## config.mk

```make
export PLATFORM = sky130hd
export DESIGN_NAME = trigger_multistage
export DESIGN_NICKNAME = d
export VERILOG_FILES = /design/src/rtl/trigger_pkg.sv /design/src/rtl/trigger_stage_match.sv /design/src/rtl/trigger_multistage.sv
export SDC_FILE = /design/constraint.sdc
export NUM_CORES = 1
export LEC_CHECK = 0
export CORE_MARGIN = 4
export CORE_UTILIZATION = 64
export CTS_CLUSTER_DIAMETER = 150
export DETAILED_ROUTE_END_ITERATION = 7
export DONT_BUFFER_PORTS = 1
export PLACE_DENSITY = 0.92
export SLEW_MARGIN = 0
export SYNTH_ARGS = -nofsm -noshare
export SYNTH_HDL_FRONTEND = slang
export SYNTH_SLANG_ARGS = --single-unit
```

## constraint.sdc

```tcl
create_clock -name clock -period 3.65 [get_ports clock]
set_clock_uncertainty 0.1 [all_clocks]
set_input_delay 0.73 -clock clock [delete_from_list [all_inputs] [get_ports clock]]
set_output_delay 0.73 -clock clock [all_outputs]
set_load 0.005 [all_outputs]
```

## src/rtl/trigger_pkg.sv

```systemverilog
// Shared types for the multistage trigger: FSM state encoding and the
// per-stage configuration record.
//
// The stage record is sized for the widest configuration the trigger supports.
// A trigger instance zero-extends its narrower fields into the record on write.
// Zero upper bits never block a match: mask, rise and fall are all zero there.
package trigger_pkg;

    // Widest sample and delay fields a trigger_multistage instance may use
    localparam int TRIG_MAX_SW = 64;
    localparam int TRIG_MAX_DW = 32;

    typedef enum logic [1:0] {
        ST_IDLE  = 2'd0,
        ST_ARMED = 2'd1,
        ST_DELAY = 2'd2,
        ST_FIRED = 2'd3
    } trig_state_t;

    typedef struct packed {
        logic [TRIG_MAX_SW-1:0] mask;
        logic [TRIG_MAX_SW-1:0] value;
        logic [TRIG_MAX_SW-1:0] rise;
        logic [TRIG_MAX_SW-1:0] fall;
        logic [TRIG_MAX_DW-1:0] delay;
        logic                   last;
    } stage_cfg_t;

endpackage

```

## src/rtl/trigger_stage_match.sv

```systemverilog
// Match condition for a single trigger stage.
// A stage matches when three things hold:
//   - the masked level compare holds,
//   - every rise bit went 0->1 since the previous valid sample,
//   - every fall bit went 1->0 since the previous valid sample.
// Edge terms cannot be satisfied until a previous sample exists (prev_ok).
module trigger_stage_match
    import trigger_pkg::*;
#(
    parameter int SAMPLE_WIDTH = 8
) (
    input  logic [SAMPLE_WIDTH-1:0] sample,
    input  logic [SAMPLE_WIDTH-1:0] prev_sample,
    input  logic                    prev_ok,
    input  logic [TRIG_MAX_SW-1:0]  mask,
    input  logic [TRIG_MAX_SW-1:0]  value,
    input  logic [TRIG_MAX_SW-1:0]  rise,
    input  logic [TRIG_MAX_SW-1:0]  fall,
    output logic                    hit
);

    logic [TRIG_MAX_SW-1:0] now_w;
    logic [TRIG_MAX_SW-1:0] prev_w;
    logic [TRIG_MAX_SW-1:0] level_err;
    logic [TRIG_MAX_SW-1:0] rise_err;
    logic [TRIG_MAX_SW-1:0] fall_err;
    logic                   edge_req;

    // Widen both samples, then collect per-bit violations of each term
    always_comb begin
        now_w     = TRIG_MAX_SW'(sample);
        prev_w    = TRIG_MAX_SW'(prev_sample);
        level_err = (now_w ^ value) & mask;
        rise_err  = rise & ~(~prev_w & now_w);
        fall_err  = fall & ~(prev_w & ~now_w);
        edge_req  = |(rise | fall);
        hit       = (level_err == '0) && (rise_err == '0) && (fall_err == '0)
                    && (!edge_req || prev_ok);
    end

endmodule

```

## src/rtl/trigger_multistage.sv

```systemverilog
// Serial multistage logic-analyser trigger.
// Stages are searched in order. After each stage matches, the trigger waits
// for that stage's delay, counted in valid samples, before moving on. When the
// final stage completes, run is raised and held until the next arm or disarm.
module trigger_multistage
    import trigger_pkg::*;
#(
    parameter  int SAMPLE_WIDTH = 8,
    parameter  int NUM_STAGES   = 4,
    parameter  int DELAY_WIDTH  = 16,
    localparam int IDX_W        = (NUM_STAGES > 1) ? $clog2(NUM_STAGES) : 1
) (
    input  logic                    clock,
    input  logic                    reset_n,
    input  logic                    cfg_we,
    input  logic [IDX_W-1:0]        cfg_stage,
    input  logic [SAMPLE_WIDTH-1:0] cfg_mask,
    input  logic [SAMPLE_WIDTH-1:0] cfg_value,
    input  logic [SAMPLE_WIDTH-1:0] cfg_rise,
    input  logic [SAMPLE_WIDTH-1:0] cfg_fall,
    input  logic [DELAY_WIDTH-1:0]  cfg_delay,
    input  logic                    cfg_last,
    input  logic                    arm,
    input  logic                    disarm,
    input  logic                    valid,
    input  logic [SAMPLE_WIDTH-1:0] data_in,
    output logic                    run,
    output logic                    armed,
    output logic [IDX_W-1:0]        stage_idx
);

    trig_state_t             state_reg, state_next;
    logic [IDX_W-1:0]        stage_idx_reg, stage_idx_next;
    logic [DELAY_WIDTH-1:0]  cnt_reg, cnt_next;
    logic [SAMPLE_WIDTH-1:0] prev_reg;
    logic                    prev_ok_reg;

    stage_cfg_t              cfg_tbl [NUM_STAGES];
    stage_cfg_t              cfg_wr_word;
    stage_cfg_t              cur_cfg;
    logic                    cfg_sel_ok;
    logic                    cfg_wr_ok;

    logic                    stage_hit;
    logic                    final_stage;
    logic                    delay_zero;
    logic                    advance;

    // ------------------------------------------------------------------
    // Stage configuration storage
    // ------------------------------------------------------------------

    // Out-of-range stage numbers only exist when NUM_STAGES is not a power of two
    if ((1 << IDX_W) == NUM_STAGES) begin : g_sel_full
        assign cfg_sel_ok = 1'b1;
    end else begin : g_sel_range
        assign cfg_sel_ok = (int'(cfg_stage) < NUM_STAGES);
    end

    // Config may only change while no search is running
    assign cfg_wr_ok = cfg_we && cfg_sel_ok
                       && ((state_reg == ST_IDLE) || (state_reg == ST_FIRED));

    // Zero-extend the write fields into the shared stage record
    always_comb begin
        cfg_wr_word       = '0;
        cfg_wr_word.mask  = TRIG_MAX_SW'(cfg_mask);
        cfg_wr_word.value = TRIG_MAX_SW'(cfg_value);
        cfg_wr_word.rise  = TRIG_MAX_SW'(cfg_rise);
        cfg_wr_word.fall  = TRIG_MAX_SW'(cfg_fall);
        cfg_wr_word.delay = TRIG_MAX_DW'(cfg_delay);
        cfg_wr_word.last  = cfg_last;
    end

    for (genvar gi = 0; gi < NUM_STAGES; gi++) begin : g_stage
        stage_cfg_t cfg_reg;

        // One config register per stage, written when addressed
        always_ff @(posedge clock or negedge reset_n) begin
            if (!reset_n) begin
                cfg_reg <= '0;
            end else if (cfg_wr_ok && (cfg_stage == IDX_W'(gi))) begin
                cfg_reg <= cfg_wr_word;
            end
        end

        assign cfg_tbl[gi] = cfg_reg;
    end

    assign cur_cfg = cfg_tbl[stage_idx_reg];

    // ------------------------------------------------------------------
    // Match logic on the current stage only
    // ------------------------------------------------------------------

    trigger_stage_match #(
        .SAMPLE_WIDTH (SAMPLE_WIDTH)
    ) u_match (
        .sample      (data_in),
        .prev_sample (prev_reg),
        .prev_ok     (prev_ok_reg),
        .mask        (cur_cfg.mask),
        .value       (cur_cfg.value),
        .rise        (cur_cfg.rise),
        .fall        (cur_cfg.fall),
        .hit         (stage_hit)
    );

    // The stored delay upper bits are always zero, so a full compare is exact
    assign delay_zero  = (cur_cfg.delay == '0);
    assign final_stage = cur_cfg.last || (int'(stage_idx_reg) == NUM_STAGES - 1);

    // ------------------------------------------------------------------
    // Previous-sample tracking for edge terms
    // ------------------------------------------------------------------

    // prev follows every valid sample; prev_ok marks it as belonging to this search
    always_ff @(posedge clock or negedge reset_n) begin
        if (!reset_n) begin
            prev_reg    <= '0;
            prev_ok_reg <= 1'b0;
        end else begin
            if (valid) begin
                prev_reg <= data_in;
            end
            if (arm) begin
                prev_ok_reg <= 1'b0;
            end else if (valid) begin
                prev_ok_reg <= 1'b1;
            end
        end
    end

    // ------------------------------------------------------------------
    // Search FSM
    // ------------------------------------------------------------------

    // State, stage pointer and delay counter registers
    always_ff @(posedge clock or negedge reset_n) begin
        if (!reset_n) begin
            state_reg     <= ST_IDLE;
            stage_idx_reg <= '0;
            cnt_reg       <= '0;
        end else begin
            state_reg     <= state_next;
            stage_idx_reg <= stage_idx_next;
            cnt_reg       <= cnt_next;
        end
    end

    // Next state: disarm beats arm, arm beats any search progress
    always_comb begin
        state_next     = state_reg;
        stage_idx_next = stage_idx_reg;
        cnt_next       = cnt_reg;
        advance        = 1'b0;

        if (disarm) begin
            state_next     = ST_IDLE;
            stage_idx_next = '0;
            cnt_next       = '0;
        end else if (arm) begin
            state_next     = ST_ARMED;
            stage_idx_next = '0;
            cnt_next       = '0;
        end else begin
            case (state_reg)
                ST_ARMED: begin
                    if (valid && stage_hit) begin
                        if (delay_zero) begin
                            advance = 1'b1;
                        end else begin
                            state_next = ST_DELAY;
                            cnt_next   = cur_cfg.delay[DELAY_WIDTH-1:0];
                        end
                    end
                end
                ST_DELAY: begin
                    if (valid) begin
                        if (cnt_reg == DELAY_WIDTH'(1)) begin
                            advance = 1'b1;
                        end else begin
                            cnt_next = cnt_reg - DELAY_WIDTH'(1);
                        end
                    end
                end
                default: begin
                    // IDLE and FIRED wait for arm/disarm
                end
            endcase

            if (advance) begin
                cnt_next = '0;
                if (final_stage) begin
                    state_next = ST_FIRED;
                end else begin
                    state_next     = ST_ARMED;
                    stage_idx_next = stage_idx_reg + IDX_W'(1);
                end
            end
        end
    end

    assign run       = (state_reg == ST_FIRED);
    assign armed     = (state_reg == ST_ARMED) || (state_reg == ST_DELAY);
    assign stage_idx = stage_idx_reg;

endmodule

```

# After elaboration in Yosys (flattened, before gate mapping)
# Cells that the tools add are included.
# W data, S select, Z words.
# word_totals
inputBits	65
ff_bits	225
# classes
n_bitwise	12
muxes	31
n_addsub	2
order_cmp	1
n_eq_ne	14
reduce_logical	29
# op_table
operator	count
$bmux W289 S2	1
$mux W289	2
$and A64 B64 Y64	3
$logic_not A64 Y1	3
$not A64 Y64	2
$not A8 Y64	2
$mux W16	7
$and A64 B8 Y64	1
$and A8 B64 Y64	1
$or A64 B64 Y64	1
$reduce_or A64 Y1	1
$xor A8 B64 Y64	1
$logic_not A32 Y1	1
$pmux W16 S2	1
$mux W2	11
$ne A5 B5 Y1 const B	4
$eq A16 B1 Y1 const B	1
$sub A16 B1 Y16 const B	1
$logic_and A1 B1 Y1	9
$eq A2 B2 Y1 const B	4
$mux W1	8
$reduce_bool A4 Y1	2
$eq A2 B1 Y1 const B	3
$reduce_and A5 Y1	1
14 further kinds	18

# Depth between registers and ports, before layout
# logic_depth
word_depth	18
depth_mapped	12
mapped_depth_nobuf	9

# Modules after synthesis
# Synthesis repeated with hierarchy kept, for this count alone.
# hier_totals
hier_cells	806
area_unflattened_um2	11155.7
# modules_own_cells
module	instances	area_per_inst_um2	seq_area_each_um2	cells_per_inst
trigger_multistage	1	10254.8	5630.4	685
trigger_stage_match	1	900.9	0.0	121

# Worst setup path after synthesis
# OpenSTA, ideal clock, no wires.
# synth_path
path_kind	input port to flip-flop
from	input port data_in[1]
to	register cnt_reg[10]
required_time_ps	3412
path_stages	10
slack_ps	672
setup_ps	138
arrival_ps	2740
path_buffers	2
cell_sequence	clkbuf_1 nor2b_1 nand2_1 a32o_1 and4b_1 nand4_2 o22a_2 buf_6 o31ai_1 a31oi_2
# synth_between
elab_chain_cells	15
# synth_lines
item	line_no	source
start, declared	trigger_multistage.sv:26	input logic [SAMPLE_WIDTH-1:0] data_in,
$and A64 B8 Y64 / $not A8 Y64 (equally long branches)	trigger_stage_match.sv:34, trigger_stage_match.sv:35	
$not A64 Y64 / $and A8 B64 Y64 (equally long branches)	trigger_stage_match.sv:34, trigger_stage_match.sv:35	
$and A64 B64 Y64 / $not A64 Y64 (equally long branches)	trigger_stage_match.sv:34, trigger_stage_match.sv:35	
$logic_not A64 Y1 / $and A64 B64 Y64 (equally long branches)	trigger_stage_match.sv:37, trigger_stage_match.sv:35	
$logic_and A1 B1 Y1 / $logic_not A64 Y1 (equally long branches)	trigger_stage_match.sv:37	hit = (level_err == '0) && (rise_err == '0) && (fall_err == '0)
$logic_and A1 B1 Y1 (*)	trigger_stage_match.sv:37	
$logic_and A1 B1 Y1 (*)	trigger_stage_match.sv:38	&& (!edge_req || prev_ok);
$logic_and A1 B1 Y1 (*)	trigger_multistage.sv:169	if (valid && stage_hit) begin
branches (longest 7 deep; another with $ne A5 B5 Y1)	--	
end signal, assigned	trigger_multistage.sv:147	cnt_reg <= cnt_next;
end, declared	trigger_multistage.sv:34	logic [DELAY_WIDTH-1:0] cnt_reg, cnt_next;
# Every way passes the cells marked *. The select of a mux whose other input is x is not followed.
# A chain may end at the register's enable or synchronous reset.

# Worst setup path in the final report
# layout_path
from	register stage_idx_reg[0] (netlist: stage_idx[0])
to	register cnt_reg[1]
# layout_between
elab_chain_cells	18
# layout_lines
item	line_no	source
start, declared	trigger_multistage.sv:33	logic [IDX_W-1:0] stage_idx_reg, stage_idx_next;
start signal, assigned	trigger_multistage.sv:146	stage_idx_reg <= stage_idx_next;
$not A2 Y3 (not written as such) (*)	trigger_multistage.sv:90	assign cur_cfg = cfg_tbl[stage_idx_reg];
$bmux W289 S2 (*)	trigger_multistage.sv:90	
$mux W289 (not written as such) (*) (2 in a row)	trigger_multistage.sv:90	
branches (longest 14 deep; another with $xor A8 B64 Y64)	--	
# Marks and branches as above.

==> impl_metrics.tcl <==
set metrics [dict create \
    drive_gt1_frac 0.365 \
    maxSlewViolCount 0 \
    synth.area.mux_share 0.276 \
    hold_ws_ps -170 \
    htreeDepth 1 \
    clk_path_buf_depth 3 \
    final_hold_viol_count 225 \
    grt-ovfl-total 0 \
    firstDrtPassIters 5 \
    synth_warnings 0 \
    relSlewSlack 0.496 \
    wl_per_cell_um 24.1 \
    fp.dieArea_mm2 0.0196 \
    viasPerCell 6.89 \
    critPathLaunchType "flip-flop" \
    max_cap_violations 0 \
    synth_commonest_cells "dfrtp_1 (225), mux2_2 (206), nand2_1 (32)" \
    postRouteWirelength_um 25900 \
    yosys.area_share.simple 0.0826 \
    syn_avg_cell_area_um2 13.2 \
    drt-initial-drc-count 814 \
    tns_ps 0 \
    cts.sinks 225 \
    rsz0062_at_grt "no" \
    yosys.area.top_type "dfrtp_1" \
    worst-r2r-cell-count 8 \
    cts_tree "built" \
    gp_congestion 0.956 \
    synth_nets 914 \
    worst_slew_pin_slew_ps 756 \
    start_util 0.649 \
    rows 48 \
    synth_compound_area_frac 0.0788 \
    critical_path_required_ps 3960 \
    core_area_mm2 0.0172 \
    cp.arrival_ps 3680 \
    synthFlopType "dfrtp_1" \
    violations "hold timing" \
    antenna-diode-count 0 \
    clk_latency_ps 510 \
    grt_max_degree 226 \
    synth_area_mm2 0.0112 \
    grt_pass1_wl_um 42200 \
    yosysUniqueCellTypes 74 \
    synthTopCellsByArea "dfrtp_1 (50%), mux2_2 (21%), mux4_2 (3.0%)" \
    vdd_drop_max_mv 0.425 \
    synth_top_area_share 0.505 \
    placedCellCount 1032 \
    antenna_found_initial 0 \
    ys_seq_area_frac 0.505 \
    final_cell_count_no_fill 1072 \
    r2r_start "stage_idx[0]" \
    min_path_type "input port to asynchronous set/reset pin" \
    ys_ff_latch 225 \
    grt_pass1_vias 7742 \
    setup_viol 0 \
    area_delta_synth_final_pct 7.91 \
    cts_setup_buffers 0 \
    largest_reg_flops 196 \
    dp_hpwl_um 16700 \
    cts_buffers 23 \
    clk_pin_slew_ps 60 \
    fmax_ghz 0.296 \
    via_count 7388 \
    cts-root-buf "clkbuf_16" \
    drc 0 \
    io_pins 69 \
    p_leak_nw 4.91 \
    synth_most_common_cell "dfrtp_1" \
    synth_fa_ha_area_frac 0.00673 \
    die_h_um 140 \
    post-route-min-period_ps 3370 \
    numPortBuffers 0 \
    die_x_um 140 \
    finalInstanceArea_mm2 0.0120 \
    fin_nets 903 \
    cp_max_fo 43 \
    status "finished with violations" \
    crit_type "flip-flop to flip-flop" \
    reg2reg_to "cnt_reg[1]" \
    synthArstFlopShare 1.00 \
    synthXorXnorAreaFrac 0.0188 \
    final.period_utilization 0.924 \
    synthCells 843 \
    grt_util_all_layers 0.267 \
    postRouteAntennaNets 0 \
    synth_edf_count 0 \
    power.density_mw_per_mm2 563 \
    endpoint_kind "flip-flop" \
    synth_top_family_by_area "multiplexers" \
    reg2reg_slack_ps 280 \
    dpl_cell_area_mm2 0.0113 \
]
per-layer routing:
layer,vias to the layer above,part of all wire,global-route usage
li1,3129,-,-
met1,3804,0.40,0.361
met2,365,0.48,0.427
met3,90,0.092,0.0727
met4,0,0.032,0.0826
met5,-,0,0
critical path: stages, from the launching register on:
cell and delay (ps):
dfrtp_4 560, buf_12 300, mux4_4 690, nor4_2 350
nand4_2 280, o211ai_4 230, o22a_2 370, nor2_1 150
a211oi_1 250
power by group:
group | leakage (nW) | internal (mW) | switching [mW] | total, mW
logic | 1.83 | 0.653 | 0.444 | 1.10
clock network | 0.364 | 1.38 | 0.944 | 2.32
registers | 2.72 | 3.02 | 0.333 | 3.35
total | 4.91 | 5.05 | 1.72 | 6.77
logic make-up after synthesis:
kind of cell / after synthesis
multiplexers: 247
AO/OA/AOI/OAI: 116
flip-flops: 225
adder cells (fa/ha/maj): 6
XOR/XNOR: 24
AND/OR/NAND/NOR: 159
buffers and inverters: 66
through the flow:
step	setup slack [ps]	util	power, mW
6_report	276	0.701	6.77
5_1_grt	79.4	0.701	7.04
4_1_cts	117	0.700	6.78
3_5_place_dp	285	0.657	4.44
3_3_place_gp	382	0.657	4.33
2_1_floorplan	672	-	4.14
cell type report:
class                           count  area (um2)
Clock inverter                      6        80.1
Tap cell                          225         282
Fill cell                        1114        5140
Sequential cell                   225        5640
Inverter                           15        56.3
Timing Repair Buffer               15         138
Clock buffer                       34         657
Multi-Input combinational cell    552        5190
how the worst max path moves through the flow:
stage | slack (ps) | cells after the start | end | from
final | 280 | 8 | cnt_reg[1] | stage_idx[0]
after global routing | 80 | 8 | cnt_reg[3] | stage_idx[0]
after CTS | 120 | 9 | cnt_reg[4] | stage_idx[0]
after detailed placement | 280 | 9 | cnt_reg[3] | stage_idx[0]
after global placement | 380 | 9 | cnt_reg[8] | stage_idx[0]
after floorplan | 670 | 10 | cnt_reg[10] | data_in[1]
placed cells by master, fill, tap and decap left out, types with 3 or more instances in the layout:
master     Yosys  layout
dfrtp_1      225     223
mux2_2       206     206
nand2_1       32      30
nor2_1        25      25
xor2_1        24      24
clkbuf_16      0      23
o21ai_0       19      19
mux2i_1       16      16
a21oi_1       15      15
mux4_2        15      15
nor3_1        16      15
inv_1         14      14
buf_4          8      13
nand3_1       12      12
nand4_1       11      11
mux4_1         9       9
nor2b_1        8       8
nand3b_1       8       8
nor4_1         8       7
clkbuf_1      23       7
a22oi_1        6       6
a211oi_1       6       6
nor3b_1        6       6
a21oi_2        6       6
a31oi_1        6       6
o21ai_1        6       6
ha_1           6       6
nand2b_1       5       5
a311oi_1       5       5
nor4_2         4       5
a31oi_2        5       5
or4_1          4       4
a222oi_1       4       4
o22ai_1        5       4
a21o_1         4       4
and3b_1        4       4
clkinv_2       0       4
clkbuf_8       0       4
o31ai_1        3       3
repair_timing:
| item | 4_1_cts | 5_1_grt |
|---|---|---|
| resized for setup | 0 | 3 |
| setup endpoints to repair | 0 | 17 |
| hold endpoints to repair | 225 | 225 |
No activity file was read; power rests on OpenSTA's default activity.
